`config.mk`:
```
export PLATFORM = sky130hd
export DESIGN_NAME = led_pwm_flat
export DESIGN_NICKNAME = d
export VERILOG_FILES = /design/src/rtl/led_pwm_if.sv /design/src/rtl/led_pwm.sv /design/src/flat_wrapper.sv
export SDC_FILE = /design/constraint.sdc
export NUM_CORES = 1
export LEC_CHECK = 0
export ABC_AREA = 1
export BUFFER_PORTS_ARGS = -buffer_cell sky130_fd_sc_hd__buf_2
export CAP_MARGIN = 20
export CORE_AREA = 2 2 183 185
export CTS_CLUSTER_DIAMETER = 150
export CTS_CLUSTER_SIZE = 16
export DETAILED_ROUTE_END_ITERATION = 6
export DIE_AREA = 0 0 185 187
export SETUP_SLACK_MARGIN = 0.05
export SLEW_MARGIN = 20
export SYNTH_ARGS = -nofsm -noshare
export SYNTH_HDL_FRONTEND = slang
export SYNTH_SLANG_ARGS = --single-unit
```
`constraint.sdc`:
```
create_clock -name i_clk -period 3.2 [get_ports i_clk]
set_input_delay 0.64 -clock i_clk [delete_from_list [all_inputs] [get_ports i_clk]]
set_output_delay 0.64 -clock i_clk [all_outputs]
set_load 0.05 [all_outputs]
```
`src/rtl/led_pwm_if.sv`:
```
// Single-cycle strobe bus between a master and the LED controller.
// The master holds i_stb until it sees o_ack; o_dat_r is valid only while o_ack=1.
interface led_pwm_if;
  logic        i_stb;
  logic        i_we;
  logic [5:0]  i_adr;
  logic [31:0] i_dat_w;
  logic [31:0] o_dat_r;
  logic        o_ack;

  modport master (
    output i_stb, i_we, i_adr, i_dat_w,
    input  o_dat_r, o_ack
  );

  modport slave (
    input  i_stb, i_we, i_adr, i_dat_w,
    output o_dat_r, o_ack
  );
endinterface

```
`src/rtl/led_pwm.sv`:
```
// Memory-mapped LED controller: per-channel enable, PWM duty and blink gate.
// Duty writes land in a shadow register and are copied to the active duty only
// at the PWM period boundary, so a running period is never cut short.
module led_pwm #(
  parameter int NUM_LEDS = 8,
  parameter int PWM_BITS = 8,
  parameter int CLK_DIV  = 99
) (
  input  logic                i_clk,
  input  logic                i_rst_n,
  led_pwm_if.slave            bus,
  output logic [NUM_LEDS-1:0] o_led
);

  localparam int                DIV_W      = (CLK_DIV < 1) ? 1 : $clog2(CLK_DIV + 1);
  localparam logic [DIV_W-1:0]  DIV_TC     = DIV_W'(CLK_DIV);
  localparam logic [PWM_BITS-1:0] PWM_MAX  = '1;
  localparam logic [5:0]        ADR_ENABLE = 6'd0;
  localparam logic [5:0]        ADR_BLINK  = 6'd1;
  localparam logic [5:0]        ADR_PERIOD = 6'd2;
  localparam logic [5:0]        ADR_STATUS = 6'd3;
  localparam logic [5:0]        ADR_DUTY0  = 6'd4;
  localparam logic [6:0]        DUTY_END   = 7'(4 + NUM_LEDS);

  // Register file
  logic [NUM_LEDS-1:0] enable_q;
  logic [NUM_LEDS-1:0] blink_q;
  logic [15:0]         period_q;
  logic [PWM_BITS-1:0] duty_q   [NUM_LEDS];
  logic [PWM_BITS-1:0] active_q [NUM_LEDS];

  // Timebase
  logic [DIV_W-1:0]    div_cnt;
  logic [PWM_BITS-1:0] pwm_cnt;
  logic [15:0]         blink_cnt;
  logic                phase;
  logic                tick;
  logic                wrap;
  logic [15:0]         period_eff;

  // Bus
  logic                ack_q;
  logic [31:0]         dat_r_q;
  logic [31:0]         rd_data;
  logic                accept;
  logic                wr_en;
  logic                duty_hit;
  logic [5:0]          duty_idx;
  logic [NUM_LEDS-1:0] pwm_on;
  logic                unused_bits;

  assign accept      = bus.i_stb & ~ack_q;
  assign wr_en       = accept & bus.i_we;
  assign duty_idx    = bus.i_adr - ADR_DUTY0;
  assign duty_hit    = (bus.i_adr >= ADR_DUTY0) && ({1'b0, bus.i_adr} < DUTY_END);
  assign tick        = (div_cnt == DIV_TC);
  assign wrap        = tick && (pwm_cnt == PWM_MAX);
  assign period_eff  = (period_q == 16'd0) ? 16'd1 : period_q;
  assign bus.o_ack   = ack_q;
  assign bus.o_dat_r = dat_r_q;
  assign unused_bits = ^bus.i_dat_w;

  // Read mux: unmapped addresses and unused bits read as zero
  always_comb begin
    // NOTE: default every output first so no path leaves it unassigned, which would infer a latch.
    rd_data = '0;
    case (bus.i_adr)
      ADR_ENABLE: rd_data[NUM_LEDS-1:0] = enable_q;
      ADR_BLINK:  rd_data[NUM_LEDS-1:0] = blink_q;
      ADR_PERIOD: rd_data[15:0]         = period_q;
      ADR_STATUS: begin
        rd_data[PWM_BITS-1:0] = pwm_cnt;
        rd_data[16]           = phase;
      end
      default: begin
        for (int i = 0; i < NUM_LEDS; i++) begin
          if (duty_hit && (duty_idx == 6'(i))) rd_data[PWM_BITS-1:0] = duty_q[i];
        end
      end
    endcase
  end

  // Acknowledge one clock after accept; read data only alongside the ack
  always_ff @(posedge i_clk) begin
    // NOTE: sequential state uses non-blocking assignment so every register samples pre-edge values.
    if (!i_rst_n) begin
      ack_q   <= 1'b0;
      dat_r_q <= '0;
    end else begin
      ack_q   <= accept;
      dat_r_q <= (accept && !bus.i_we) ? rd_data : '0;
    end
  end

  // Writable registers, updated on the accept edge
  always_ff @(posedge i_clk) begin
    if (!i_rst_n) begin
      enable_q <= '0;
      blink_q  <= '0;
      period_q <= 16'h0001;
      // NOTE: the duty array has a defined reset value, so it is reset element by element (flops, not RAM).
      for (int i = 0; i < NUM_LEDS; i++) duty_q[i] <= '1;
    end else if (wr_en) begin
      case (bus.i_adr)
        ADR_ENABLE: enable_q <= bus.i_dat_w[NUM_LEDS-1:0];
        ADR_BLINK:  blink_q  <= bus.i_dat_w[NUM_LEDS-1:0];
        ADR_PERIOD: period_q <= bus.i_dat_w[15:0];
        default: begin
          for (int i = 0; i < NUM_LEDS; i++) begin
            if (duty_hit && (duty_idx == 6'(i))) duty_q[i] <= bus.i_dat_w[PWM_BITS-1:0];
          end
        end
      endcase
    end
  end

  // Copy shadow duties to the active set at the period boundary
  always_ff @(posedge i_clk) begin
    if (!i_rst_n) begin
      for (int i = 0; i < NUM_LEDS; i++) active_q[i] <= '1;
    end else if (wrap) begin
      for (int i = 0; i < NUM_LEDS; i++) active_q[i] <= duty_q[i];
    end
  end

  // Prescaler and PWM counter
  always_ff @(posedge i_clk) begin
    if (!i_rst_n) begin
      div_cnt <= '0;
      pwm_cnt <= '0;
    end else begin
      div_cnt <= tick ? '0 : div_cnt + 1'b1;
      if (tick) pwm_cnt <= pwm_cnt + 1'b1;
    end
  end

  // Blink phase toggles every period_eff PWM periods; a shrunk period applies at the next wrap
  always_ff @(posedge i_clk) begin
    if (!i_rst_n) begin
      blink_cnt <= '0;
      phase     <= 1'b0;
    end else if (wrap) begin
      if (({1'b0, blink_cnt} + 17'd1) >= {1'b0, period_eff}) begin
        blink_cnt <= '0;
        phase     <= ~phase;
      end else begin
        blink_cnt <= blink_cnt + 16'd1;
      end
    end
  end

  // Per-channel PWM compare; full-scale duty means always on
  always_comb begin
    pwm_on = '0;
    for (int i = 0; i < NUM_LEDS; i++) begin
      pwm_on[i] = (active_q[i] == PWM_MAX) || (pwm_cnt < active_q[i]);
    end
  end

  // Registered LED outputs
  always_ff @(posedge i_clk) begin
    if (!i_rst_n) o_led <= '0;
    else          o_led <= enable_q & pwm_on & (~blink_q | {NUM_LEDS{phase}});
  end

endmodule
```
`src/flat_wrapper.sv`:
```
// flat-port wrapper written by rule: the top's interface ports become plain ports
module led_pwm_flat 
#(
  parameter int NUM_LEDS = 8,
  parameter int PWM_BITS = 8,
  parameter int CLK_DIV  = 99
)
  (i_clk, i_rst_n, o_led, bus_i_stb, bus_i_we, bus_i_adr, bus_i_dat_w, bus_o_dat_r, bus_o_ack);
  led_pwm_if bus_i ();
  input  logic i_clk;
  input  logic i_rst_n;
  output logic [NUM_LEDS-1:0] o_led;
  input wire logic [$bits(bus_i.i_stb)-1:0] bus_i_stb;
  input wire logic [$bits(bus_i.i_we)-1:0] bus_i_we;
  input wire logic [$bits(bus_i.i_adr)-1:0] bus_i_adr;
  input wire logic [$bits(bus_i.i_dat_w)-1:0] bus_i_dat_w;
  output wire logic [$bits(bus_i.o_dat_r)-1:0] bus_o_dat_r;
  output wire logic [$bits(bus_i.o_ack)-1:0] bus_o_ack;
  assign bus_i.i_stb = bus_i_stb;
  assign bus_i.i_we = bus_i_we;
  assign bus_i.i_adr = bus_i_adr;
  assign bus_i.i_dat_w = bus_i_dat_w;
  assign bus_o_dat_r = bus_i.o_dat_r;
  assign bus_o_ack = bus_i.o_ack;
  led_pwm #(.NUM_LEDS(NUM_LEDS), .PWM_BITS(PWM_BITS), .CLK_DIV(CLK_DIV)) u_core (.i_clk(i_clk), .i_rst_n(i_rst_n), .bus(bus_i), .o_led(o_led));
endmodule
```
==> summary.md <==
| Metric | Value |
|---|---|
| Die height | 187 um |
| Synth top area cells | edfxtp_1 (35%), dfxtp_1 (17%), ha_1 (8.6%) |
| Wire length per cell | 15.6 um |
| Hold Path End | u_core.bus.o_ack$_SDFF_PN0_ |
| # DRC | 0 |
| Worst r2r dst | u_core.blink_cnt[6]$_SDFFE_PN0P_ |
| Port Buf Inserts | 51 |
| Final Hold Vio Count | 0 |
| Grt met2 use | 0.248 |
| Commonest cells in the netlist | nand2_1 (228), inv_1 (178), edfxtp_1 (128) |
| Worst vdd ir | between 200 and 300 uV |
| P_leak | 5.12 nW |
| Yosys warns | 0 |
| Slew @ Worst Pin | roughly 0.79 ns |
| Multi-input gate area | 0.00445 mm2 |
| Worst path most repeated cell | nand4_1 |
| Synth Register Bits | 218 |
| Fmax | 348 MHz |
| Critical path arrival | 3.24 ns |
| Worst-path maximum fanout | 16 |
| Die Width | 185 um |
| Largest net degree at the start of global routing | 53 |
| Cell taking the most area after synthesis | edfxtp_1 |
| Crit path time final | 2.88 ns |
| First-pass GRT wire length | between 40000 and 50000 um |
| HP Class | input pin to flip-flop |
| Final hold slack | 0.415 ns |
| Avg Cell Area, Syn | 9.20 um2 |
| Clock Tree Buf Depth | 3 |
| CTS clk-pin slew, worst paths | ~0.07 ns |
| Met3 Use GR | 0.0216 |
| Layout cells sized above 1 | 0.142 |
| Final Non-Filler Cells | 1712 |
| Hold path depth | 3 |
| Vias | 8127 |
| DRT Wirelength | 26700 um |
| Pwr/cell area | ~430 mW/mm2 |
| Critical path required time | 3.57 ns |
| CP Class | flip-flop to flip-flop |
| Full die area | 0.0346 mm2 |
| Outcome | complete, no violations |
| Crit. End Element | flip-flop |
| Clock Tree Root | clkbuf_16 |
| Seq/Total Area, Yosys | 0.518 |
| HPWL Detailed | 20600 um |
| Sequential Area | 0.00565 mm2 |
| # IOs | 83 |
| Slew HR | 0.470 |
| Critical Path Start Type | flip-flop |
| Initial antenna violation count | 1 |
| Cells along the critical path | inv_1 -> nor3_4 -> nand4_1 -> nor3_4 -> nand4_1 -> xnor2_2 -> ha_4 -> nand4_1 -> nor4_2 -> nand2_1 -> nand3_2 -> nor2_4 -> buf_12 -> nand2_1 -> o21ai_0 |
| H-tree depth | 1 |
| Place WS | 0.209 ns |
| Drt first pass iters | 5 |
| Reg2reg setup slack | roughly 0.32 ns |
| Overall power | approximately 5.3 mW |
| NumNets Final | 1372 |
| CTS tree | done |
| Max incr delay on CP | around 0.36 ns |
| Reg2Reg Launch Point | u_core.blink_cnt[2]$_SDFFE_PN0P_ |
| GRT Total Usage | 0.155 |
| Drt via density | roughly 4.7 |
| Setup ws final | 0.324 ns |
| Synth top area share | 0.353 |
| Synth async-reset ratio | 0 |
| Dpl cells | 1681 |
| Placed Area | 0.0117 mm2 |
| Clk sinks | between 200 and 250 |
| Drt initial violations | roughly 550 |
| Cell variety after synth | 46 |
| Setup TNS | 0 ns |
| Worst-Skew Late Latency | 0.50 ns |
| Top delay family on crit path | simple AND/OR/NAND/NOR gates |
| Global-route track usage on met1 | 0.206 |
| HP Start | bus_i_stb |
| Max Slew Vio Count | 0 |
| Top FF cell, synth | edfxtp_1 |
| Vias in the first global route | 7817 |
| RSZ-0062 raised after global routing | no |
| Core ar. | roughly 0.033 mm2 |
| Reg2Reg Depth | 15 |
| Tcrit/Tclk final | 0.899 |
| Max Cap Violations | 0 |
| Initial Utilization | 0.332 |
| Most common cell in the netlist | nand2_1 |
| GRT busiest layer | met2 |
| # rows | 67 |
| GRT overflow | 0 |
| Routed Antenna Nets | 0 |
| GPL Wtd Cong | around 0.85 |
| Num CTS Buffers | 17 |
| Fillers | approximately 3300 |
| Antenna diodes | 0 |
| Area Growth Syn to Fin | 12.8% |
| Finished Core Util | 0.374 |
| Mapped Area | 0.0109 mm2 |
| Cells after synthesis | 1184 |
| Clock Skew | about 0.025 ns |
| Setup violators final | 0 |
| Post-Layout Inst Area | 0.0123 mm2 |
| EDFF count, synth | 128 |
| Worst Path Buf+Inv | 2 |
| Slowest stage cell, crit path | dfxtp_1 |
[registers in the layout, summed over array words and instances (netlist names)]
signal              cells
u_core.enable_q         8
u_core.o_led            8
u_core.div_cnt          7
u_core.bus.o_ack        1
u_core.blink_cnt       16
u_core.duty_q          64
u_core.blink_q          8
u_core.pwm_cnt          8
u_core.active_q        64
u_core.bus.o_dat_r     17
u_core.period_q        16
u_core.phase            1
[cells in the final DEF (no fill, tap or decap), drive strengths merged, types with 4 or more instances in the layout]
cell and instances:
nand3 23, edfxtp 128, buf 75, conb 15
or2 41, o21ai 57, nor4 8, nand4 38
nand2 235, nor3b 4, o22ai 6, xor2 11
a221oi 5, inv 184, a21oi 84, o211ai 17
nor2 91, clkbuf 26, a2bb2oi 5, a21boi 7
dfxtp 90, nor3 23, o21a 5, ha 75
[tightest hold or removal path, stage by stage]
cell     delay [ns]
buf_2          0.09
nand2_1        0.07
nor2_1         0.05
[report_power, final]
group | internal (mW) | switching (mW)
Clock | 0.998 | 0.968
Combinational | 0.0765 | 0.233
Sequential | 3.02 | 0.0287
[timing repair]
| action | 4_1_cts | 5_1_grt |
|---|---|---|
| setup buffers | 0 | 3 |
| endpoints found under the setup margin | 0 | 16 |
| gates resized for setup | 0 | 10 |
| hold endpoints to repair | 0 | 0 |
| hold buffers | 0 | 0 |
[cells by family (layout without fill, tap and decap cells)]
logic type	count (synthesis)	count (layout)	synth area share
fa+ha+maj	75	75	0.0861
xor+xnor	13	13	0.0104
compound gates	192	192	0.103
simple gates	464	464	0.199
buf+inv	221	287	0.0834
other cells	1	15	0.000344
flops	218	218	0.518
[worst max path at each step]
stage | startpoint | endpoint | slack [ns] | cells after the start
detailed placement | u_core.blink_cnt[0]$_SDFFE_PN0P_ | u_core.blink_cnt[6]$_SDFFE_PN0P_ | 0.21 | 19
global route | u_core.blink_cnt[2]$_SDFFE_PN0P_ | u_core.blink_cnt[6]$_SDFFE_PN0P_ | 0.05 | 17
finish | u_core.blink_cnt[2]$_SDFFE_PN0P_ | u_core.blink_cnt[6]$_SDFFE_PN0P_ | 0.32 | 15
floorplan | u_core.blink_cnt[0]$_SDFFE_PN0P_ | u_core.blink_cnt[10]$_SDFFE_PN0P_ | 0.56 | 19
CTS | u_core.blink_cnt[0]$_SDFFE_PN0P_ | u_core.blink_cnt[6]$_SDFFE_PN0P_ | 0.18 | 19
global placement | u_core.blink_cnt[0]$_SDFFE_PN0P_ | u_core.blink_cnt[6]$_SDFFE_PN0P_ | 0.29 | 19
[cell type report]
class,instances,area share
Clock buffer,26,0.0374
Tap cell,448,0.0456
Timing Repair Buffer,75,0.0375
Clock inverter,2,0.00143
Multi-Input combinational cell,759,0.362
Sequential cell,218,0.460
Inverter,184,0.0562
[layer usage]
layer / share of wire / routed length (um)
met1: 0.44 / 11800
met2: 0.46 / 12200
met3: 0.053 / 1410
met4: 0.047 / 1260
met5: 0.00049 / 13
Power figures use the tool's default switching activity.
